### src/rtl/lfsr_run_ctrl_pkg.sv
// lfsr_pkg: shared definitions for the LFSR sequencer family.
//   - FSM state encoding for lfsr_run_ctrl.
//   - lfsr_next(): the common right-shifting LFSR step. The 3/4/8-bit LFSRs
//     and lfsr_run_ctrl call it so that they all step the same way.
//     The caller passes the width (up to 16) and zero-extended operands.
package lfsr_pkg;

  localparam int unsigned LFSR_MAX_W = 16;

  localparam logic [1:0] IDLE = 2'd0;
  localparam logic [1:0] RUN  = 2'd1;
  localparam logic [1:0] DONE = 2'd2;

  // fb   = v[0] ^ XOR_{i=0..w-2} (taps[i] & v[w-1-i])
  // next = {fb, v[w-1:1]}
  // The operand is aligned to bit 15 and then bit-reversed, so rev[i] == v[w-1-i].
  // Masking the taps to bits 0..w-2 turns the whole sum into one parity reduction.
  function automatic logic [15:0] lfsr_next(input logic [15:0] taps,
                                            input logic [15:0] value,
                                            input int          width);
    logic [15:0] aligned;
    logic [15:0] rev;
    logic [15:0] tap_mask;
    logic        fb;
    aligned  = value << (LFSR_MAX_W - width);
    rev      = {<<{aligned}};
    tap_mask = (16'h0001 << (width - 1)) - 16'h0001;
    fb       = value[0] ^ (^(taps & tap_mask & rev));
    return (value >> 1) | (16'(fb) << (width - 1));
  endfunction

endpackage

### src/rtl/lfsr_run_ctrl_if.sv
// lfsr_run_ctrl_if: command/result bundle for lfsr_run_ctrl.
//   master: lab control side. It drives start and cfg_* and reads the results.
//   slave : the sequencer. It reads the command and drives busy, done,
//           value, steps_taken, period_found and budget_hit.
interface lfsr_run_ctrl_if #(
  parameter int WIDTH = 8
);
  logic             start;
  logic [WIDTH-1:0] cfg_taps;
  logic [WIDTH-1:0] cfg_seed;
  logic [WIDTH-1:0] cfg_steps;
  logic             busy;
  logic             done;
  logic [WIDTH-1:0] value;
  logic [WIDTH-1:0] steps_taken;
  logic             period_found;
  logic             budget_hit;

  modport master (
    output start, cfg_taps, cfg_seed, cfg_steps,
    input  busy, done, value, steps_taken, period_found, budget_hit
  );

  modport slave (
    input  start, cfg_taps, cfg_seed, cfg_steps,
    output busy, done, value, steps_taken, period_found, budget_hit
  );
endinterface

### src/rtl/lfsr_run_ctrl_core.sv
// lfsr_core_sync: the LFSR state register.
//   clock      rising-edge clock
//   reset      synchronous, active-low; clears the state to 0
//   load       loads load_value (has priority over step)
//   load_value value to load
//   step       advances the state by one lfsr_next() step
//   taps       tap mask (bit WIDTH-1 ignored)
//   value      current state (registered)
module lfsr_core_sync
  import lfsr_pkg::*;
#(
  parameter int WIDTH = 8
) (
  input  logic             clock,
  input  logic             reset,
  input  logic             load,
  input  logic [WIDTH-1:0] load_value,
  input  logic             step,
  input  logic [WIDTH-1:0] taps,
  output logic [WIDTH-1:0] value
);

  logic [WIDTH-1:0] value_d, value_q;

  always_comb begin
    value_d = value_q;
    if (load)
      value_d = load_value;
    else if (step)
      value_d = WIDTH'(lfsr_next(16'(taps), 16'(value_q), WIDTH));
  end

  always_ff @(posedge clock) begin
    if (!reset)
      value_q <= '0;
    else
      value_q <= value_d;
  end

  assign value = value_q;

endmodule

### src/rtl/lfsr_run_ctrl.sv
// lfsr_run_ctrl: runs one LFSR until its state returns to the seed or until
// an optional step budget runs out. It then reports the final state, the
// step count and the reason the run ended.
//   clock  rising-edge clock
//   reset  synchronous, active-low
//   bus    lfsr_run_ctrl_if.slave:
//            start, cfg_taps, cfg_seed, cfg_steps    (command, captured on start)
//            busy, done, value, steps_taken,
//            period_found, budget_hit                (registered results)
module lfsr_run_ctrl
  import lfsr_pkg::*;
#(
  parameter int WIDTH = 8
) (
  input  logic                 clock,
  input  logic                 reset,
  lfsr_run_ctrl_if.slave       bus
);

  logic [1:0]       state_d, state_q;
  logic [WIDTH-1:0] steps_d, steps_q;
  logic [WIDTH-1:0] taps_d, taps_q;
  logic [WIDTH-1:0] seed_d, seed_q;
  logic [WIDTH-1:0] budget_d, budget_q;
  logic             pf_d, pf_q;
  logic             bh_d, bh_q;

  logic             core_load;
  logic             core_step;
  logic [WIDTH-1:0] value;
  logic [WIDTH-1:0] value_nxt;
  logic [WIDTH-1:0] steps_inc;

  lfsr_core_sync #(.WIDTH(WIDTH)) u_core (
    .clock      (clock),
    .reset      (reset),
    .load       (core_load),
    .load_value (bus.cfg_seed),
    .step       (core_step),
    .taps       (taps_q),
    .value      (value)
  );

  // The termination check looks at the state that this step produces. The
  // comparator therefore evaluates the same step that the core is about to take.
  assign value_nxt = WIDTH'(lfsr_next(16'(taps_q), 16'(value), WIDTH));
  assign steps_inc = steps_q + WIDTH'(1);

  always_comb begin
    state_d   = state_q;
    steps_d   = steps_q;
    taps_d    = taps_q;
    seed_d    = seed_q;
    budget_d  = budget_q;
    pf_d      = pf_q;
    bh_d      = bh_q;
    core_load = 1'b0;
    core_step = 1'b0;
    case (state_q)
      IDLE: begin
        if (bus.start) begin
          taps_d    = bus.cfg_taps;
          seed_d    = bus.cfg_seed;
          budget_d  = bus.cfg_steps;
          steps_d   = '0;
          pf_d      = 1'b0;
          bh_d      = 1'b0;
          core_load = 1'b1;
          state_d   = RUN;
        end
      end
      RUN: begin
        core_step = 1'b1;
        steps_d   = steps_inc;
        pf_d      = (value_nxt == seed_q);
        // A budget of 0 means there is no budget.
        bh_d      = (budget_q != '0) && (steps_inc == budget_q);
        if (pf_d || bh_d)
          state_d = DONE;
      end
      DONE:    state_d = IDLE;
      default: state_d = IDLE;
    endcase
  end

  always_ff @(posedge clock) begin
    if (!reset) begin
      state_q  <= IDLE;
      steps_q  <= '0;
      taps_q   <= '0;
      seed_q   <= '0;
      budget_q <= '0;
      pf_q     <= 1'b0;
      bh_q     <= 1'b0;
    end else begin
      state_q  <= state_d;
      steps_q  <= steps_d;
      taps_q   <= taps_d;
      seed_q   <= seed_d;
      budget_q <= budget_d;
      pf_q     <= pf_d;
      bh_q     <= bh_d;
    end
  end

  assign bus.busy         = (state_q == RUN);
  assign bus.done         = (state_q == DONE);
  assign bus.value        = value;
  assign bus.steps_taken  = steps_q;
  assign bus.period_found = pf_q;
  assign bus.budget_hit   = bh_q;

endmodule
### src/flat_wrapper.sv
// flat-port wrapper written by rule: the top's interface ports become plain ports
module lfsr_run_ctrl_flat import lfsr_pkg::*;
#(
  parameter int WIDTH = 8
)
  (clock, reset, bus_start, bus_cfg_taps, bus_cfg_seed, bus_cfg_steps, bus_busy, bus_done, bus_value, bus_steps_taken, bus_period_found, bus_budget_hit);
  lfsr_run_ctrl_if #(.WIDTH(WIDTH)) bus_i ();
  input  logic clock;
  input  logic reset;
  input wire logic [$bits(bus_i.start)-1:0] bus_start;
  input wire logic [$bits(bus_i.cfg_taps)-1:0] bus_cfg_taps;
  input wire logic [$bits(bus_i.cfg_seed)-1:0] bus_cfg_seed;
  input wire logic [$bits(bus_i.cfg_steps)-1:0] bus_cfg_steps;
  output wire logic [$bits(bus_i.busy)-1:0] bus_busy;
  output wire logic [$bits(bus_i.done)-1:0] bus_done;
  output wire logic [$bits(bus_i.value)-1:0] bus_value;
  output wire logic [$bits(bus_i.steps_taken)-1:0] bus_steps_taken;
  output wire logic [$bits(bus_i.period_found)-1:0] bus_period_found;
  output wire logic [$bits(bus_i.budget_hit)-1:0] bus_budget_hit;
  assign bus_i.start = bus_start;
  assign bus_i.cfg_taps = bus_cfg_taps;
  assign bus_i.cfg_seed = bus_cfg_seed;
  assign bus_i.cfg_steps = bus_cfg_steps;
  assign bus_busy = bus_i.busy;
  assign bus_done = bus_i.done;
  assign bus_value = bus_i.value;
  assign bus_steps_taken = bus_i.steps_taken;
  assign bus_period_found = bus_i.period_found;
  assign bus_budget_hit = bus_i.budget_hit;
  lfsr_run_ctrl #(.WIDTH(WIDTH)) u_core (.clock(clock), .reset(reset), .bus(bus_i));
endmodule
### config.mk
export PLATFORM = sky130hd
export DESIGN_NAME = lfsr_run_ctrl_flat
export DESIGN_NICKNAME = d
export VERILOG_FILES = /design/src/rtl/lfsr_run_ctrl_pkg.sv /design/src/rtl/lfsr_run_ctrl_if.sv /design/src/rtl/lfsr_run_ctrl_core.sv /design/src/rtl/lfsr_run_ctrl.sv /design/src/flat_wrapper.sv
export SDC_FILE = /design/constraint.sdc
export NUM_CORES = 1
export LEC_CHECK = 0
export BUFFER_PORTS_ARGS = -buffer_cell sky130_fd_sc_hd__buf_4
export CAP_MARGIN = 20
export CORE_ASPECT_RATIO = 0.6
export CORE_MARGIN = 5
export CORE_UTILIZATION = 45
export CTS_CLUSTER_DIAMETER = 60
export DETAILED_ROUTE_END_ITERATION = 10
export PLACE_DENSITY = 0.83
export SLEW_MARGIN = 20
export SYNTH_ARGS = -nofsm -noshare
export SYNTH_HDL_FRONTEND = slang
export SYNTH_SLANG_ARGS = --single-unit
### constraint.sdc
create_clock -name clock -period 1.8 [get_ports clock]
set_clock_uncertainty 0.2 [all_clocks]
set_input_delay 0.09 -clock clock [delete_from_list [all_inputs] [get_ports clock]]
set_output_delay 0.09 -clock clock [all_outputs]
set_load 0.05 [all_outputs]
Yosys cells after proc, flatten, opt, wreduce, memory -nomap -nowiden
Index checks and enable logic that the tools add are counted.

Add/subtract/negate cells: 1. $mul: 0. Div/mod/pow operators: 0. Order comparisons: 0. Eq/ne operators: 6. Shift operators: 0. Muxes and demuxes: 13. Bitwise logic cells: 3. Reductions and logical operators: 10.

Operators with widths (count): $mux 8 (3); $eq 8x8->1 (2); $pmux 8 s2 (1); $reduce_xor 16->1 (1); $add 8x1->8 const B (1); $and 7x8->8 (1); $or 7x8->8 (1); $reduce_bool 8->1 (1); $reduce_and 2->1 (3); $mux 1 (4); $mux 2 (2); $pmux 1 s2 (2); $pmux 2 s2 (1); $reduce_bool 2->1 (2); $eq 2x1->1 const B (1); $eq 2x2->1 const B (1); $logic_not 2->1 (1); $ne 2x1->1 const B (1); $ne 2x2->1 const B (1); $logic_and 1x1->1 (1); $logic_or 1x1->1 (1); $xor 1x1->1 (1).

Register bits after elaboration: 43. Bits in latches: 0. Bits in writable memories: 0. ROM bits: 0. Input bits: 27. Output and inout bits: 20. Logic and storage cells: 41. Memories: 0.

Longest topological paths before layout
Gate-level depths: netlist of run 1.

Depth after elaboration: 8. Gate-level depth with buffers: 8. Gate-level depth less buffers: 7.

By module
From an unflattened synthesis of run 1, not the netlist that was laid out.

Cell total of the unflattened synthesis: 284. Area, all modules: 2336.0 um2.

By module, submodules not included: lfsr_run_ctrl (instances 1, cells each 226, area an instance 1889.3 um2, sequential area each 720.7 um2); lfsr_core_sync (instances 1, cells each 58, area an instance 446.7 um2, sequential area each 160.2 um2).

Worst setup path before layout of run 1
No wires, ideal clock.

Kind: reg2reg. Start point: register u_core.steps_q[0], in the netlist u_core.bus.steps_taken[0]. End point: register u_core.state_q[0]. Setup time: 0.117 ns. Arrival: 2.031 ns. Required time: 1.483 ns. Slack: -0.548 ns. Cell stages (with the launch flop): 8. Path buffers: 0. Clock period less this slack: 2.348 ns. Cells stage by stage: dfxtp_1 ha_1 nand3_1 xor2_1 a221oi_2 nand4b_1 a21boi_1 a22o_1.

Longest elaborated chain between the ends: 6.

Ends and longest elaborated chain: start, declared (line lfsr_run_ctrl.sv:21) `logic [WIDTH-1:0] steps_d, steps_q;`; start signal, assigned (line lfsr_run_ctrl.sv:97) `steps_q <= steps_d;`; $add 8x1->8 (line lfsr_run_ctrl.sv:47) `assign steps_inc = steps_q + WIDTH'(1);`; $eq 8x8->1 (line lfsr_run_ctrl.sv:77) `bh_d = (budget_q != '0) && (steps_inc == budget_q);`; $logic_and 1x1->1 (line lfsr_run_ctrl.sv:77); $logic_or 1x1->1 (line lfsr_run_ctrl.sv:78) `if (pf_d || bh_d)`; $ne 2x1->1 (no line); $reduce_and 2->1 (no line); end signal, assigned (line lfsr_run_ctrl.sv:96) `state_q <= state_d;`; end, declared (line lfsr_run_ctrl.sv:20) `logic [1:0] state_d, state_q;`.

Every way passes these cells. A chain may end at the register's enable or synchronous reset.

Worst setup path after layout of run 1
Start point: register u_core.steps_q[2], in the netlist u_core.bus.steps_taken[2]. End point: register u_core.state_q[0].

The elaborated chain is that of the path after synthesis.

==> impl_metrics.env, run 1 <==
export IMPL_async_flop_share_pct=0
export IMPL_final_layout_size_suffix_gt1_share_pct=36.9
export IMPL_critical_path_cell_chain="nand3_4 -> or3_4 -> a221oi_2 -> nand4b_1 -> a21boi_2 -> a22o_1"
export IMPL_dieHeight_um=63.6
export IMPL_dp_worst_setup_slack_ps=-226
export IMPL_post_drt_via_cell_ratio=5.36
export IMPL_synth_avg_cell_area_um2=8.14
export IMPL_clkTransAtPathRegs_ps=90
export IMPL_violations="setup timing"
export IMPL_ir_worst_vdd_mv=0.570
export IMPL_maxCapViolCount=0
export IMPL_gr_usage_all_layers_pct=21.3
export IMPL_drt_antenna_violating_nets=0
export IMPL_area_delta_synth_final_pct=54.4
export IMPL_maximum_number_of_pins_on_one_net_before_global_route_repair=44
export IMPL_period_needed_ps=1930
export IMPL_global_placement_routability_congestion=0.924
export IMPL_syn_area_um2=2160
export IMPL_min_hold_slack_ps=12.6
export IMPL_detail_route_first_pass_iterations=5
export IMPL_setup_worst_path_start_class="flop"
export IMPL_ys_seq_elements=43
export IMPL_synthesis_yosys_warnings=0
export IMPL_grt_pass1_vias=2148
export IMPL_post_route_worst_setup_slack_ps=-126
export IMPL_critical_path_endpoint_type="flop"
export IMPL_power_density_nw_per_um2=856
export IMPL_arrival_ps=1930
export IMPL_final_net_count=398
export IMPL_synth_edf_count=0
export IMPL_max_slew_worst_pin_slew_ps=444
export IMPL_source_to_sink_clock_delay_at_the_later_pin_of_the_worst_skew_pair_ps=300
export IMPL_crit_path_max_incr_delay_ps=390
export IMPL_routed_wire_length_per_instance_um=15.4
export IMPL_floorplan_die_area_um2=6330
export IMPL_timing_fmax_mhz=519
export IMPL_cts_buffers=5
export IMPL_tritoncts="yes"
export IMPL_dieWidth_um=99.4
export IMPL_synth_largest_area_cell="sky130_fd_sc_hd__dfxtp_1"
export IMPL_finalSetupViolations=4
export IMPL_synth_nets=293
export IMPL_path_max_fanout=6
export IMPL_hpwl_um=4520
export IMPL_globalRoute_totalOverflow=0
export IMPL_worstPathBufferInverterCount=0
export IMPL_floorplan_initialDensity_pct=46.8
export IMPL_report_final_slew_viol_count=0
export IMPL_grt_antenna_before_repair=0
export IMPL_post_route_cell_area_um2=3330
export IMPL_placement_cell_area_um2=2870
export IMPL_grt_pass1_wl_um=10700
export IMPL_min_path_type="in2reg"
export IMPL_clock_tree_htree_level_count=2
export IMPL_rsz0062_at_grt="yes"
export IMPL_cts_root_buf="sky130_fd_sc_hd__clkbuf_8"
export IMPL_syn_inst=265
export IMPL_route_vias_total=2325
export IMPL_timing_slew_headroom_pct=70.3
export IMPL_hold_violations=0
export IMPL_cts_root_to_sink_buffers=2
export IMPL_port_buffers=45
export IMPL_synth_area_leaders="sky130_fd_sc_hd__dfxtp_1, sky130_fd_sc_hd__nand2_1, sky130_fd_sc_hd__a21boi_1"
export IMPL_cts_num_sinks=43
export IMPL_antenna_diode_count=0
export IMPL_synth_top_area_share_pct=39.9
export IMPL_coreArea_um2=4610
export IMPL_floorplan_rows=19
export IMPL_synth_most_common_cell="sky130_fd_sc_hd__nand2_1"
export IMPL_drc=0
export IMPL_critical_path_required_ps=1800
export IMPL_slowest_stage="sky130_fd_sc_hd__dfxtp_4"
export IMPL_top_level_ports=47
export IMPL_drt_first_iter_violations=213
export IMPL_timing_worst_setup_path_type="reg2reg"
export IMPL_synthDistinctLibCells=38
export IMPL_commonest_register_cell_after_synthesis="sky130_fd_sc_hd__dfxtp_1"
export IMPL_synth_sequential_area_ratio_pct=39.9
export IMPL_outcome="complete, but fails checks"
export IMPL_cell_type_group_with_the_largest_total_delay_on_the_critical_path="compound AO/OA/AOI/OAI gates"
export IMPL_p_leak_uw=0.00141
export IMPL_totalWireLength_um=6660
export IMPL_top_post_synthesis_cells_by_count="sky130_fd_sc_hd__nand2_1, sky130_fd_sc_hd__dfxtp_1, sky130_fd_sc_hd__a21boi_1"
export IMPL_final_min_period_over_clock_period_pct=107
-- cells by family after synthesis --
logic type	share of synthesized area, %
multiplexers	0.522
flip-flops	39.9
adder cells (fa/ha/maj)	0.580
AO/OA/AOI/OAI	20.1
buffers and inverters	3.01
AND/OR/NAND/NOR	23.8
XOR/XNOR	12.2
-- metal layers --
layer	up-vias	GRT usage, %	wire, µm
met5	-	0	0
li1	1112	-	-
met3	12	7.61	684
met2	113	33.0	2950
met1	1088	28.6	2920
met4	0	3.92	110
-- per-stage QoR --
step / setup TNS, ps / std cells / total power, µW / utilization (%)
CTS: -138 / 431 / 2830 / 70.6
finish: -303 / 434 / 2850 / 72.2
floorplan: -368 / 265 / 1750 / -
global placement: -270 / 397 / 2130 / 62.3
global route: -677 / 434 / 3010 / 72.2
detailed placement: -611 / 397 / 2170 / 62.3
-- final cells by class --
cell class	count	area, µm²
Clock inverter	2	11.3
Clock buffer	6	72.6
Sequential cell	43	917
Tap cell	63	78.8
Fill cell	349	1280
Multi-Input combinational cell	206	1330
Timing Repair Buffer	111	910
Inverter	3	11.3
-- report_power, final --
part	switching, µW	internal, µW	total (µW)
Sequential	81.2	1050	1140
Combinational	632	475	1110
Clock	338	273	611
-- sequential cells by signal, summed over array words and instances (netlist names) --
name,flops
u_core.bus.steps_taken,8
u_core.state_q,2
u_core.taps_q,7
u_core.bus.budget_hit,1
u_core.bus.period_found,1
u_core.u_core.value,8
u_core.seed_q,8
u_core.budget_q,8
-- worst register-to-register path, delay by kind of cell (launching register included) --
| kind | cells | cell delay (ps) |
|---|---|---|
| AO/OA/AOI/OAI | 3 | 650 |
| AND/OR/NAND/NOR | 3 | 580 |
| flip-flops | 1 | 390 |
-- worst paths after layout --
check	to	depth (start not counted)	start	slack (ps)
hold / removal	u_core.u_core.value[1]	3	reset	10
hold reg to reg	u_core.taps_q[5]	2	u_core.taps_q[5]	260
setup / recovery	u_core.state_q[0]	6	u_core.bus.steps_taken[2]	-130
setup reg to reg	u_core.state_q[0]	6	u_core.bus.steps_taken[2]	-130
-- repair_timing --
| action | CTS | global route |
|---|---|---|
| setup endpoints to repair | 4 | 5 |
| setup buffers | 2 | 3 |
| pin swaps | 5 | 9 |
| hold buffers | 24 | 0 |
| endpoints found under the hold margin | 28 | 0 |
| resized for setup | 8 | 14 |
-- cell usage in the layout (no fill, tap or decap), drive strengths merged, types with 4 or more instances in the layout --
master / count
dfxtp: 43
xor2: 10
and2: 5
nand3: 6
o21ai: 20
dlygate4sd3: 24
a21oi: 10
nor2b: 7
nor2: 12
xnor2: 14
a21boi: 24
inv: 4
a22oi: 5
clkbuf: 6
buf: 87
nand2: 71
No activity file was read; power rests on OpenSTA's default activity.
==> run 2: changes to the inputs <==
--- a/config.mk
+++ b/config.mk
@@ -12,7 +12,7 @@
 export CORE_UTILIZATION = 45
 export CTS_CLUSTER_DIAMETER = 60
 export DETAILED_ROUTE_END_ITERATION = 10
-export PLACE_DENSITY = 0.83
+export PLACE_DENSITY = 0.8
 export SLEW_MARGIN = 20
 export SYNTH_ARGS = -nofsm -noshare
 export SYNTH_HDL_FRONTEND = slang
==> constraint.sdc (replaced) <==
create_clock -name clock -period 1.86 [get_ports clock]
set_clock_uncertainty 0.2 [all_clocks]
set_input_delay 0.093 -clock clock [delete_from_list [all_inputs] [get_ports clock]]
set_output_delay 0.093 -clock clock [all_outputs]
set_load 0.05 [all_outputs]
==> impl_metrics.env, run 2 (synthesis results as in run 1) <==
export IMPL_outcome="complete, but fails checks"
export IMPL_violations="setup timing"
export IMPL_ir_worst_vdd_mv=0.628
export IMPL_drc=0
export IMPL_wl_met1_um=2880
export IMPL_instances_no_fill=421
export IMPL_grt_pass1_vias=2159
export IMPL_most_frequent_standard_cell_in_the_layout_excluding_fill_and_tap_cells="sky130_fd_sc_hd__buf_4"
export IMPL_grt_pass1_wl_um=10300
export IMPL_report_final_slew_viol_count=0
export IMPL_min_path_type="in2reg"
export IMPL_dieWidth_um=99.4
export IMPL_wl_met3_um=513
export IMPL_timing_worst_setup_path_type="reg2reg"
export IMPL_timing_slew_headroom_pct=74.8
export IMPL_tritoncts="yes"
export IMPL_critical_path_required_ps=1850
export IMPL_crit_path_max_incr_delay_ps=390
export IMPL_totalWireLength_um=6350
export IMPL_route_met2_wl_um=2870
export IMPL_cts_buffers=5
export IMPL_critical_path_cell_chain="nand2_2 -> or3_4 -> a221oi_2 -> nand4b_1 -> a21boi_2 -> a22o_1"
export IMPL_dieHeight_um=63.6
export IMPL_post_drt_via_cell_ratio=5.27
export IMPL_globalRoute_totalOverflow=0
export IMPL_leading_cell_types_in_the_layout_fill_and_taps_excluded="sky130_fd_sc_hd__buf_4, sky130_fd_sc_hd__nand2_1, sky130_fd_sc_hd__dfxtp_1, sky130_fd_sc_hd__dlygate4sd3_1, sky130_fd_sc_hd__a21boi_1"
export IMPL_coreArea_um2=4610
export IMPL_final_net_count=385
export IMPL_hpwl_um=4290
export IMPL_source_to_sink_clock_delay_at_the_later_pin_of_the_worst_skew_pair_ps=290
export IMPL_rsz0062_at_grt="yes"
export IMPL_floorplan_die_area_um2=6330
export IMPL_power_density_nw_per_um2=863
export IMPL_place_inst=388
export IMPL_top_signal_layer_used="met4"
export IMPL_clock_tree_htree_level_count=2
export IMPL_post_route_worst_setup_slack_ps=-62.6
export IMPL_slowest_stage="sky130_fd_sc_hd__or3_4"
export IMPL_global_placement_routability_congestion=0.844
export IMPL_arrival_ps=1920
export IMPL_route_vias_total=2218
export IMPL_clkTransAtPathRegs_ps=80
export IMPL_top_level_ports=47
export IMPL_hold_violations=0
export IMPL_finalSetupViolations=1
export IMPL_p_leak_uw=0.00134
export IMPL_final_min_period_over_clock_period_pct=103
export IMPL_period_needed_ps=1920
export IMPL_setup_worst_path_start_class="flop"
export IMPL_port_buffers=45
export IMPL_routed_wire_length_per_instance_um=15.1
export IMPL_totalPowerFinal_uw=2780
export IMPL_r2r_setup_slack_ps=-60
export IMPL_area_delta_synth_final_pct=49.2
export IMPL_cts_num_sinks=43
export IMPL_floorplan_initialDensity_pct=46.8
export IMPL_drt_first_iter_violations=143
export IMPL_max_slew_worst_pin_slew_ps=378
export IMPL_timing_fmax_mhz=520
export IMPL_grt_antenna_before_repair=0
export IMPL_critical_path_endpoint_type="flop"
export IMPL_path_max_fanout=4
export IMPL_maxCapViolCount=0
export IMPL_maximum_number_of_pins_on_one_net_before_global_route_repair=44
export IMPL_totalNegativeSetupSlack_ps=-62.6
export IMPL_gr_usage_all_layers_pct=20.3
export IMPL_cts_root_to_sink_buffers=2
export IMPL_floorplan_rows=19
export IMPL_antenna_diode_count=0
export IMPL_drt_antenna_violating_nets=0
export IMPL_final_layout_size_suffix_gt1_share_pct=32.7
export IMPL_cts_root_buf="sky130_fd_sc_hd__clkbuf_8"
export IMPL_detail_route_first_pass_iterations=4
-- run 2: per-stage QoR --
step / util (%) / cell area, µm² / hold WS, ps / setup WS (ps)
after floorplan: - / 2210 / 25.9 / -135
after global routing: 69.8 / 3220 / 63.6 / -148
after global placement: 60.6 / 2790 / 139 / -38.3
after detailed placement: 60.6 / 2790 / 153 / -127
final: 69.8 / 3220 / 40.8 / -62.6
after CTS: 68.6 / 3160 / 21.2 / -30.4
-- run 2: final timing paths --
path / from / end / depth (start not counted)
max: u_core.bus.steps_taken[1] / u_core.state_q[0] / 6
min: reset / u_core.taps_q[6] / 2
max reg2reg: u_core.bus.steps_taken[1] / u_core.state_q[0] / 6
min reg2reg: u_core.taps_q[3] / u_core.taps_q[3] / 2
-- run 2: area by class of cell --
class / instances / area [µm²]
Clock buffer: 7 / 96.3
Timing Repair Buffer: 98 / 808
Multi-Input combinational cell: 206 / 1320
Clock inverter: 1 / 6.26
Fill cell: 353 / 1390
Tap cell: 63 / 78.8
Inverter: 3 / 11.3
Sequential cell: 43 / 901
-- run 2: repair_timing --
item                       4_1_cts  5_1_grt
setup endpoints to repair        3        5
hold endpoints to repair        29        0
gates resized for setup          6        7
buffers inserted                 0        1
pin swaps                        1        7
hold buffers                    24        0
-- run 2: critical path: cells and delay by family (launching register included) --
family	cells	cell delay, ps
AOI/OAI and AO/OA	3	640
DFF	1	380
and+or+nand+nor	3	600
-- run 2: metal layers --
| layer | track usage, % | up-vias |
|---|---|---|
| met5 | 0 | - |
| met4 | 4.94 | 0 |
| met3 | 5.07 | 14 |
| met2 | 30.9 | 92 |
| met1 | 28.7 | 1036 |
| li1 | - | 1076 |
-- run 2: power breakdown --
group	switching (µW)	internal, µW	total [µW]
combinational	577	434	1010
clock	327	339	666
sequential	80.1	1020	1100
total	985	1790	2780
